--- src/rtl/mem_pkg.sv ---
// Shared encodings and constants for the memory-side SRAM responder and its helpers.
package mem_pkg;

    localparam logic [2:0] S_IDLE   = 3'd0;
    localparam logic [2:0] S_RD_ACC = 3'd1;
    localparam logic [2:0] S_WR_ACC = 3'd2;
    localparam logic [2:0] S_WAIT   = 3'd3;
    localparam logic [2:0] S_CAP    = 3'd4;
    localparam logic [2:0] S_DONE   = 3'd5;

    typedef enum logic [2:0] {
        IDLE   = S_IDLE,
        RD_ACC = S_RD_ACC,
        WR_ACC = S_WR_ACC,
        WAIT   = S_WAIT,
        CAP    = S_CAP,
        DONE   = S_DONE
    } mem_state_t;

    localparam logic [3:0]  BYTEEN_FULL = 4'b1111;
    localparam logic [31:0] OOR_RDATA   = 32'hDEADBEEF;
    localparam int          WAITCNT_W   = 4;

endpackage

--- src/rtl/mem_bytemerge.sv ---
// Byte-lane merge: lanes with byteen set take new_word, the rest keep old_word.
module mem_bytemerge
    import mem_pkg::*;
(
    input  logic [31:0] old_word,
    input  logic [31:0] new_word,
    input  logic [3:0]  byteen,
    output logic [31:0] merged
);

    always_comb begin
        merged = old_word;
        for (int i = 0; i < 4; i++) begin
            if (byteen[i]) merged[8*i +: 8] = new_word[8*i +: 8];
        end
    end

endmodule

--- src/rtl/mem_responder.sv ---
// Memory-bus responder for a word-wide SRAM without byte enables; partial writes use read-modify-write.
// Optional macro MEM_RESP_BOUNDS_EN: requests with memadr above the SRAM depth complete at once (reads return OOR_RDATA).
//
// state  | meaning
// IDLE   | waiting for memen, latches the request
// RD_ACC | SRAM read strobe
// WR_ACC | SRAM write strobe with the write-data register
// WAIT   | SRAM access wait cycles
// CAP    | SRAM read data valid: capture for read, merge for RMW
// DONE   | memdone pulse, bus drive on reads
module mem_responder
    import mem_pkg::*;
#(
    parameter int ADR_W       = 12,
    parameter int WAIT_CYCLES = 1
) (
    input  logic             ph1,
    input  logic             reset,
    input  logic [26:0]      memadr,
    input  logic [31:0]      memwdata,
    output logic [31:0]      memrdata,
    output logic             memdataoe,
    input  logic [3:0]       membyteen,
    input  logic             memrwb,
    input  logic             memen,
    output logic             memdone,
    output logic [ADR_W-1:0] sramadr,
    output logic [31:0]      sramwdata,
    output logic             sramce,
    output logic             sramwe,
    input  logic [31:0]      sramrdata
);

    localparam logic [WAITCNT_W-1:0] WAIT_LOAD =
        (WAIT_CYCLES > 0) ? WAITCNT_W'(WAIT_CYCLES - 1) : '0;

    mem_state_t           state, state_nx;
    logic [WAITCNT_W-1:0] wait_cnt;
    logic [31:0]          wdata_q;
    logic [31:0]          merged;
    logic [3:0]           byteen_q;
    logic                 rwb_q;
    logic                 rmw_q;
    logic                 acc_wr;
    logic                 oor;
    logic                 wait_done;

`ifdef MEM_RESP_BOUNDS_EN
    assign oor = |memadr[26:ADR_W];
`else
    logic unused_upper;
    assign oor          = 1'b0;
    assign unused_upper = ^memadr[26:ADR_W];
`endif

    assign wait_done = (wait_cnt == '0);
    assign sramwdata = wdata_q;

    mem_bytemerge u_merge (
        .old_word (sramrdata),
        .new_word (wdata_q),
        .byteen   (byteen_q),
        .merged   (merged)
    );

    always_ff @(posedge ph1) begin
        if (reset) begin
            state    <= IDLE;
            wait_cnt <= '0;
            wdata_q  <= '0;
            byteen_q <= '0;
            rwb_q    <= 1'b0;
            rmw_q    <= 1'b0;
            acc_wr   <= 1'b0;
            sramadr  <= '0;
            memrdata <= '0;
        end else begin
            state <= state_nx;
            case (state)
                IDLE: begin
                    if (memen) begin
                        sramadr  <= memadr[ADR_W-1:0];
                        wdata_q  <= memwdata;
                        byteen_q <= membyteen;
                        rwb_q    <= memrwb;
                        rmw_q    <= !memrwb && !oor && (membyteen != BYTEEN_FULL)
                                    && (membyteen != 4'b0000);
                        if (oor && memrwb) memrdata <= OOR_RDATA;
                    end
                end
                RD_ACC: begin
                    wait_cnt <= WAIT_LOAD;
                    acc_wr   <= 1'b0;
                end
                WR_ACC: begin
                    wait_cnt <= WAIT_LOAD;
                    acc_wr   <= 1'b1;
                end
                WAIT: begin
                    if (!wait_done) wait_cnt <= wait_cnt - WAITCNT_W'(1);
                end
                CAP: begin
                    // RMW reuses the write-data register as the merged word for WR_ACC
                    if (rmw_q) wdata_q  <= merged;
                    else       memrdata <= sramrdata;
                end
                default: ;
            endcase
        end
    end

    always_comb begin
        state_nx  = state;
        memdone   = 1'b0;
        memdataoe = 1'b0;
        sramce    = 1'b0;
        sramwe    = 1'b0;
        case (state)
            IDLE: begin
                if (memen) begin
                    if (oor)                             state_nx = DONE;
                    else if (memrwb)                     state_nx = RD_ACC;
                    else if (membyteen == BYTEEN_FULL)   state_nx = WR_ACC;
                    else if (membyteen == 4'b0000)       state_nx = DONE;
                    else                                 state_nx = RD_ACC;
                end
            end
            RD_ACC: begin
                sramce   = 1'b1;
                state_nx = (WAIT_CYCLES > 0) ? WAIT : CAP;
            end
            WR_ACC: begin
                sramce   = 1'b1;
                sramwe   = 1'b1;
                state_nx = (WAIT_CYCLES > 0) ? WAIT : DONE;
            end
            WAIT: begin
                if (wait_done) state_nx = acc_wr ? DONE : CAP;
            end
            CAP: begin
                state_nx = rmw_q ? WR_ACC : DONE;
            end
            DONE: begin
                memdone   = 1'b1;
                memdataoe = rwb_q;
                state_nx  = IDLE;
            end
            default: state_nx = IDLE;
        endcase
    end

endmodule

--- config.mk ---
export PLATFORM = sky130hd
export DESIGN_NAME = mem_responder
export DESIGN_NICKNAME = d
export VERILOG_FILES = /design/src/rtl/mem_pkg.sv /design/src/rtl/mem_bytemerge.sv /design/src/rtl/mem_responder.sv
export SDC_FILE = /design/constraint.sdc
export NUM_CORES = 1
export LEC_CHECK = 0
export CAP_MARGIN = 20
export CORE_UTILIZATION = 45
export CTS_BUF_LIST = sky130_fd_sc_hd__clkbuf_8
export CTS_CLUSTER_DIAMETER = 200
export CTS_CLUSTER_SIZE = 10
export DETAILED_ROUTE_END_ITERATION = 7
export GPL_TIMING_DRIVEN = 0
export PLACE_DENSITY = 0.92
export SLEW_MARGIN = 30
export SYNTH_ARGS = -nofsm -noshare
export SYNTH_HDL_FRONTEND = slang
export SYNTH_HIERARCHICAL = 1
export SYNTH_SLANG_ARGS = --single-unit
--- constraint.sdc ---
create_clock -name ph1 -period 2.12 [get_ports ph1]
set_input_delay 0.53 -clock ph1 [delete_from_list [all_inputs] [get_ports ph1]]
set_output_delay 0.53 -clock ph1 [all_outputs]
set_load 0.1 [all_outputs]
Word-level counts from Yosys, hierarchy flattened
Index checks and enable logic that the tools add are counted.
- muxes and demuxes: 22
- reduce and logical (&&, ||, !) cells: 19
- equal/unequal tests: 15
- add/subtract/negate cells: 1
- bitwise gates (word level): 1
- operator list (kind ; number):
    32-bit two-way mux ; 2
    32-bit one-hot mux with 2 select lines ; 1
    8-bit two-way mux ; 4
    3-bit two-way mux ; 6
    2-bit inequality test (second input constant) ; 8
    4-bit AND reduction ; 4
    3-bit one-hot mux with 4 select lines ; 1
    4-bit logical NOT ; 2
    4-bit one-hot mux with 2 select lines ; 1
    2-bit AND reduction ; 4
    3-bit by 2-bit equality test with 1-bit output (second input constant) ; 2
    3-bit equality test (second input constant) ; 2
    2-bit nonzero test ; 3
    1-bit two-way mux ; 5
    4-bit equality test (second input constant) ; 1
    4-bit two-way mux ; 1
    4-bit inequality test (second input constant) ; 1
    4-bit nonzero test ; 1
    4-bit by 1-bit subtractor with 4-bit output (second input constant) ; 1
    3-bit by 1-bit equality test with 1-bit output (second input constant) ; 1
    3-bit logical NOT ; 1
    1-bit logical AND ; 2
    1-bit one-hot mux with 2 select lines ; 1
    2-bit OR reduction ; 1
    other kinds (2) ; 2
- register bits after elaboration: 90
- output and inout port bits: 80
- logic and storage cells: 70
- bits of input ports: 99

Logic depth before layout (Yosys ltp)
- depth after elaboration: 6
- gate-level depth with buffers: 6
- mapped depth without buffers: 5

By module
The synthesis kept the hierarchy.
- by module, submodules not included (module ; cells an instance ; area each (um^2) ; seq. area each (um^2) ; instances):
    mem_responder ; 476 ; 3821.2 ; 1801.7 ; 1
    mem_bytemerge ; 36 ; 525.5 ; 0.0 ; 1

Worst setup path after synthesis
Ideal clock, no wire load.
- path kind: reg2out
- start: reg state[2]
- end: out memdataoe
- path slack: -1673 ps
- cell stages (with the launch flop): 7
- arrival: 3263 ps
- path buffers: 3
- required time: 1590 ps
- path through: dfxtp_1 buf_2 clkbuf_1 buf_1 nand2_1 nor2_1 and2_1
- word-level cells in the longest chain between the ends: 2
- RTL lines (item ; RTL line ; RTL):
    start, declared ; mem_responder.sv:37 ; mem_state_t state, state_nx;
    start signal, assigned ; mem_responder.sv:78 ; state <= state_nx;
    3-bit equality test ; mem_responder.sv:118 ; case (state)
    1-bit two-way mux ; mem_responder.sv:118 ;
    end, declared ; mem_responder.sv:22 ; output logic memdataoe,
No other way between the ends.

Worst setup path after layout
- start: reg memrdata[24]
- end: out memrdata[24]
- RTL lines (item ; RTL line ; RTL):
    start, declared ; mem_responder.sv:21 ; output logic [31:0] memrdata,
    start signal, assigned ; mem_responder.sv:105 ; else memrdata <= sramrdata;
No word-level cell between the ends.

==> run_results.csv <==
group,metric,value,unit
status,outcome,"finished clean",
logic_synthesis,syn_area,4350,sq um
die,chipHeight,100,um
worst_setup_path,r2r_setup_slack,0.12,ns
final_layout,multiInputGateArea,2330,sq um
clock_network,insertion_delay,0.36,ns
timing,fin_crit_sh,99.0,%
die,initial_core_util,46.8,%
die,std_cell_rows,35,
clock_network,cts.sinks,90,
timing,fin_skew,0.0106,ns
power_and_ir_drop,seqPwrFrac,36.5,%
final_layout,n_antenna_cell,0,
power_and_ir_drop,power_density,843,nW/um^2
route,ant_nets,0,
final_layout,stdcell_count,819,
worst_setup_path,cpMaxStageDelayCell,"dlygate4sd2_1",
logic_synthesis,ys_types,39,
worst_hold_path,min_from,"memrdata[4]$_SDFFE_PP0P_",
worst_setup_path,crit_path_start_kind,"flop",
logic_synthesis,syn-num-nets,613,
die,ios,179,
worst_setup_path,cp_data_required_time,1.59,ns
timing,slew_headroom,34.5,%
grt,grt_pass1_wl,21800,um
power_and_ir_drop,sw_frac_of_total,42.4,%
worst_hold_path,min_to,"memrdata[4]$_SDFFE_PP0P_",
die,fp.dieArea,10100,sq um
route,route.detailed.wl_per_inst,16.8,um
clock_network,cts_root_buffer,"clkbuf_8",
clock_network,cts_buffers,9,
power_and_ir_drop,ir_drop,0.000555,V
timing,worst_slack,0.0212,ns
route,drt-initial-drc-count,315,
route,via_per_inst,5.45,
placement,place_inst,802,
power_and_ir_drop,power_frac_comb,39.9,%
clock_network,clk_pin_slew_worst_paths,0.09,ns
placement,pre_cts_slack,-0.786,ns
logic_synthesis,synth_seq_cells,90,
placement,place_congestion,0.849,
timing,fmax,0.476,GHz
worst_setup_path,timing.rr.start,"state[1]$_SDFFE_PP0P_",
die,core-area,9280,sq um
final_layout,nFillCells,758,
worst_setup_path,path_delay_family,"buffers and inverters",
timing,rsz0062_at_grt,"yes",
worst_setup_path,cp_data_arrival_time,1.57,ns
timing,slew_viol_final,0,
clock_network,tritoncts,"built",
worst_setup_path,r2r_end,"memrdata[12]$_SDFFE_PP0P_",
worst_setup_path,critPathBufInv,1,
grt,grt_overflow,0,
die,dieWidth,100,um
power_and_ir_drop,p_sw,2250,uW
clock_network,htreeDepth,3,
power_and_ir_drop,p_total,5290,uW
final_layout,drive_above_1_share,15.8,%
timing,whs,0.454,ns
grt,track_usage,27.3,%
logic_synthesis,yosysWarnings,6,
timing,finalSetupViolations,0,
worst_setup_path,max_stage_delay,0.86,ns
grt,grt_pass1_vias,4371,
logic_synthesis,netlist_instances,512,
worst_hold_path,min_path_type,"flop to flop",
clock_network,clockBufferDepth,2,
logic_synthesis,ys_seq_area_share,41.5,%
worst_setup_path,crit_type,"flop to output port",
final_layout,nets,786,
grt,grt_start_max_net_pins,20,
final_layout,area_delta_synth_final,44.4,%
power_and_ir_drop,internal-power,3040,uW
placement,dpl_cell_area,6160,sq um
final_layout,regArea,1800,sq um
route,wl,13800,um
logic_synthesis,ys_top_cells_by_area,"dfxtp_1 41%, mux2_4 11%, a21oi_1 10%, nand2_1 9.0%, o2bb2ai_1 6.2%",
final_layout,final_cell_area,6280,sq um
power_and_ir_drop,p_clk_share,23.6,%
worst_hold_path,holdPathStages,2,
logic_synthesis,synth_top_area_share,41.5,%
placement,dp_hpwl,10000,um
logic_synthesis,syn_avg_cell_area,8.49,sq um
route,first_pass_iters,5,
timing,hold_viol_final,0,
worst_setup_path,worstRegToRegCells,5,
logic_synthesis,synth_area_leader_cell,"dfxtp_1",
timing,final.min_clock_period,2.10,ns
timing,tightest_slew,0.987,ns
grt,antenna_found_initial,0,
route,drc,0,
power_and_ir_drop,leakagePower,0.00242,uW
job,drv_cap,0,
placement,port_buffers,161,
worst_setup_path,critPathMaxFanout,2,
worst_setup_path,critical_path.cell_chain,"dlygate4sd2_1",
worst_setup_path,end_kind,"output port",
route,routed-via-count,4467,
-- timing repair --
item | CTS | global route
hold buffers | 0 | 0
buffers inserted | 0 | 2
setup endpoints to repair | 80 | 62
resized for setup | 146 | 64
-- cell usage after synthesis --
master,instances
or3_1,1
nor4b_2,2
o21ai_0,3
mux2i_1,1
nand4b_1,1
o211a_1,1
nor3b_1,2
a21bo_2,1
xnor2_1,1
nand3_1,3
buf_1,7
ha_1,2
nor4_1,2
a31oi_1,1
buf_6,5
buf_2,4
o2bb2ai_1,31
nor2_1,39
or2_2,1
or4_1,1
o32ai_1,2
nor3_1,2
and2_1,1
clkbuf_1,35
and3b_1,1
nor4b_1,1
nand4_1,2
o31ai_1,1
a211oi_1,32
nand2_1,104
a21oi_1,89
nand2b_1,2
or4b_1,3
o22ai_1,1
inv_1,3
mux2_2,1
mux2_4,32
dfxtp_1,90
o21bai_1,1
-- routing by layer --
layer  part of all wire, %  wire length (um)  vias up  GRT usage, %
met5                     0                 0        -             0
met4                   2.2               303        0          10.7
met3                   7.5              1040       34          5.71
met2                    47              6460      204          44.7
met1                    43              5950     2076          35.3
li1                      -                 -     2153             -
-- layout by cell type (no fill, tap or decap), types with 3 or more instances in the layout --
master,instances
a211oi_1,32
a21oi_1,89
buf_1,5
buf_2,3
buf_4,5
buf_6,7
clkbuf_1,32
clkbuf_2,27
clkbuf_8,11
clkdlybuf4s15_1,28
clkdlybuf4s15_2,4
clkdlybuf4s50_1,81
dfxtp_1,90
dlygate4sd2_1,17
mux2_4,32
nand2_1,103
nand3_1,3
nor2_1,37
o21ai_0,3
o2bb2ai_1,31
or4b_1,3
-- worst max path at each step --
stage                                   start                        end  slack (ns)  cells after the start
floorplan               state[2]$_SDFFE_PP0P_                  memdataoe       -0.12                      6
global placement        state[1]$_SDFFE_PP0P_                     sramce       -0.74                      5
detailed placement      state[1]$_SDFFE_PP0P_                     sramce       -0.79                      5
CTS                     state[1]$_SDFFE_PP0P_                     sramce      -0.008                      5
global route            state[2]$_SDFFE_PP0P_  memrdata[12]$_SDFFE_PP0P_       -0.02                      5
finish              memrdata[24]$_SDFFE_PP0P_               memrdata[24]        0.02                      1
-- flip-flops by register name, indices dropped and copies added, names as in the netlist --
signal / flops
acc_wr: 1
memrdata: 32
rmw_q: 1
byteen_q: 4
state: 3
rwb_q: 1
sramadr: 12
sramwdata: 32
wait_cnt: 4
-- power groups by stage --
stage | logic [uW] | clock network, uW | registers [uW]
after floorplan | 720 | 0 | 2800
after global placement | 2110 | 0 | 1960
after detailed placement | 2150 | 0 | 1970
after CTS | 2110 | 1260 | 1930
after global routing | 2210 | 1330 | 1950
final | 2110 | 1250 | 1930
-- per-stage QoR --
step / TNS (ns) / util, %
6_report: 0 / 67.6
5_1_grt: -0.0369 / 67.6
4_1_cts: -0.00784 / 68.4
3_5_place_dp: -2.80 / 66.4
3_3_place_gp: -2.53 / 66.4
2_1_floorplan: -0.125 / -
-- area by class of cell --
| class | instances | share of cell area [%] |
|---|---|---|
| clock inverter | 5 | 0.997 |
| tap | 129 | 2.57 |
| timing repair buffer | 163 | 23.8 |
| buffer | 50 | 4.25 |
| sequential | 90 | 28.7 |
| inverter | 3 | 0.179 |
| multi-input combinational | 368 | 37.1 |
| clock buffer | 11 | 2.41 |
-- cells by family (layout without fill, tap and decap cells) --
group           after synthesis  in the layout  synth area share, %
mux                          34             34                 11.5
xor+xnor                      1              1                0.202
flops                        90             90                 41.5
buf+inv                      54            232                 5.64
fa+ha+maj                     2              2                0.576
simple gates                168            168                 16.7
compound gates              163            163                 23.9
(Power assumes the default switching activity.)
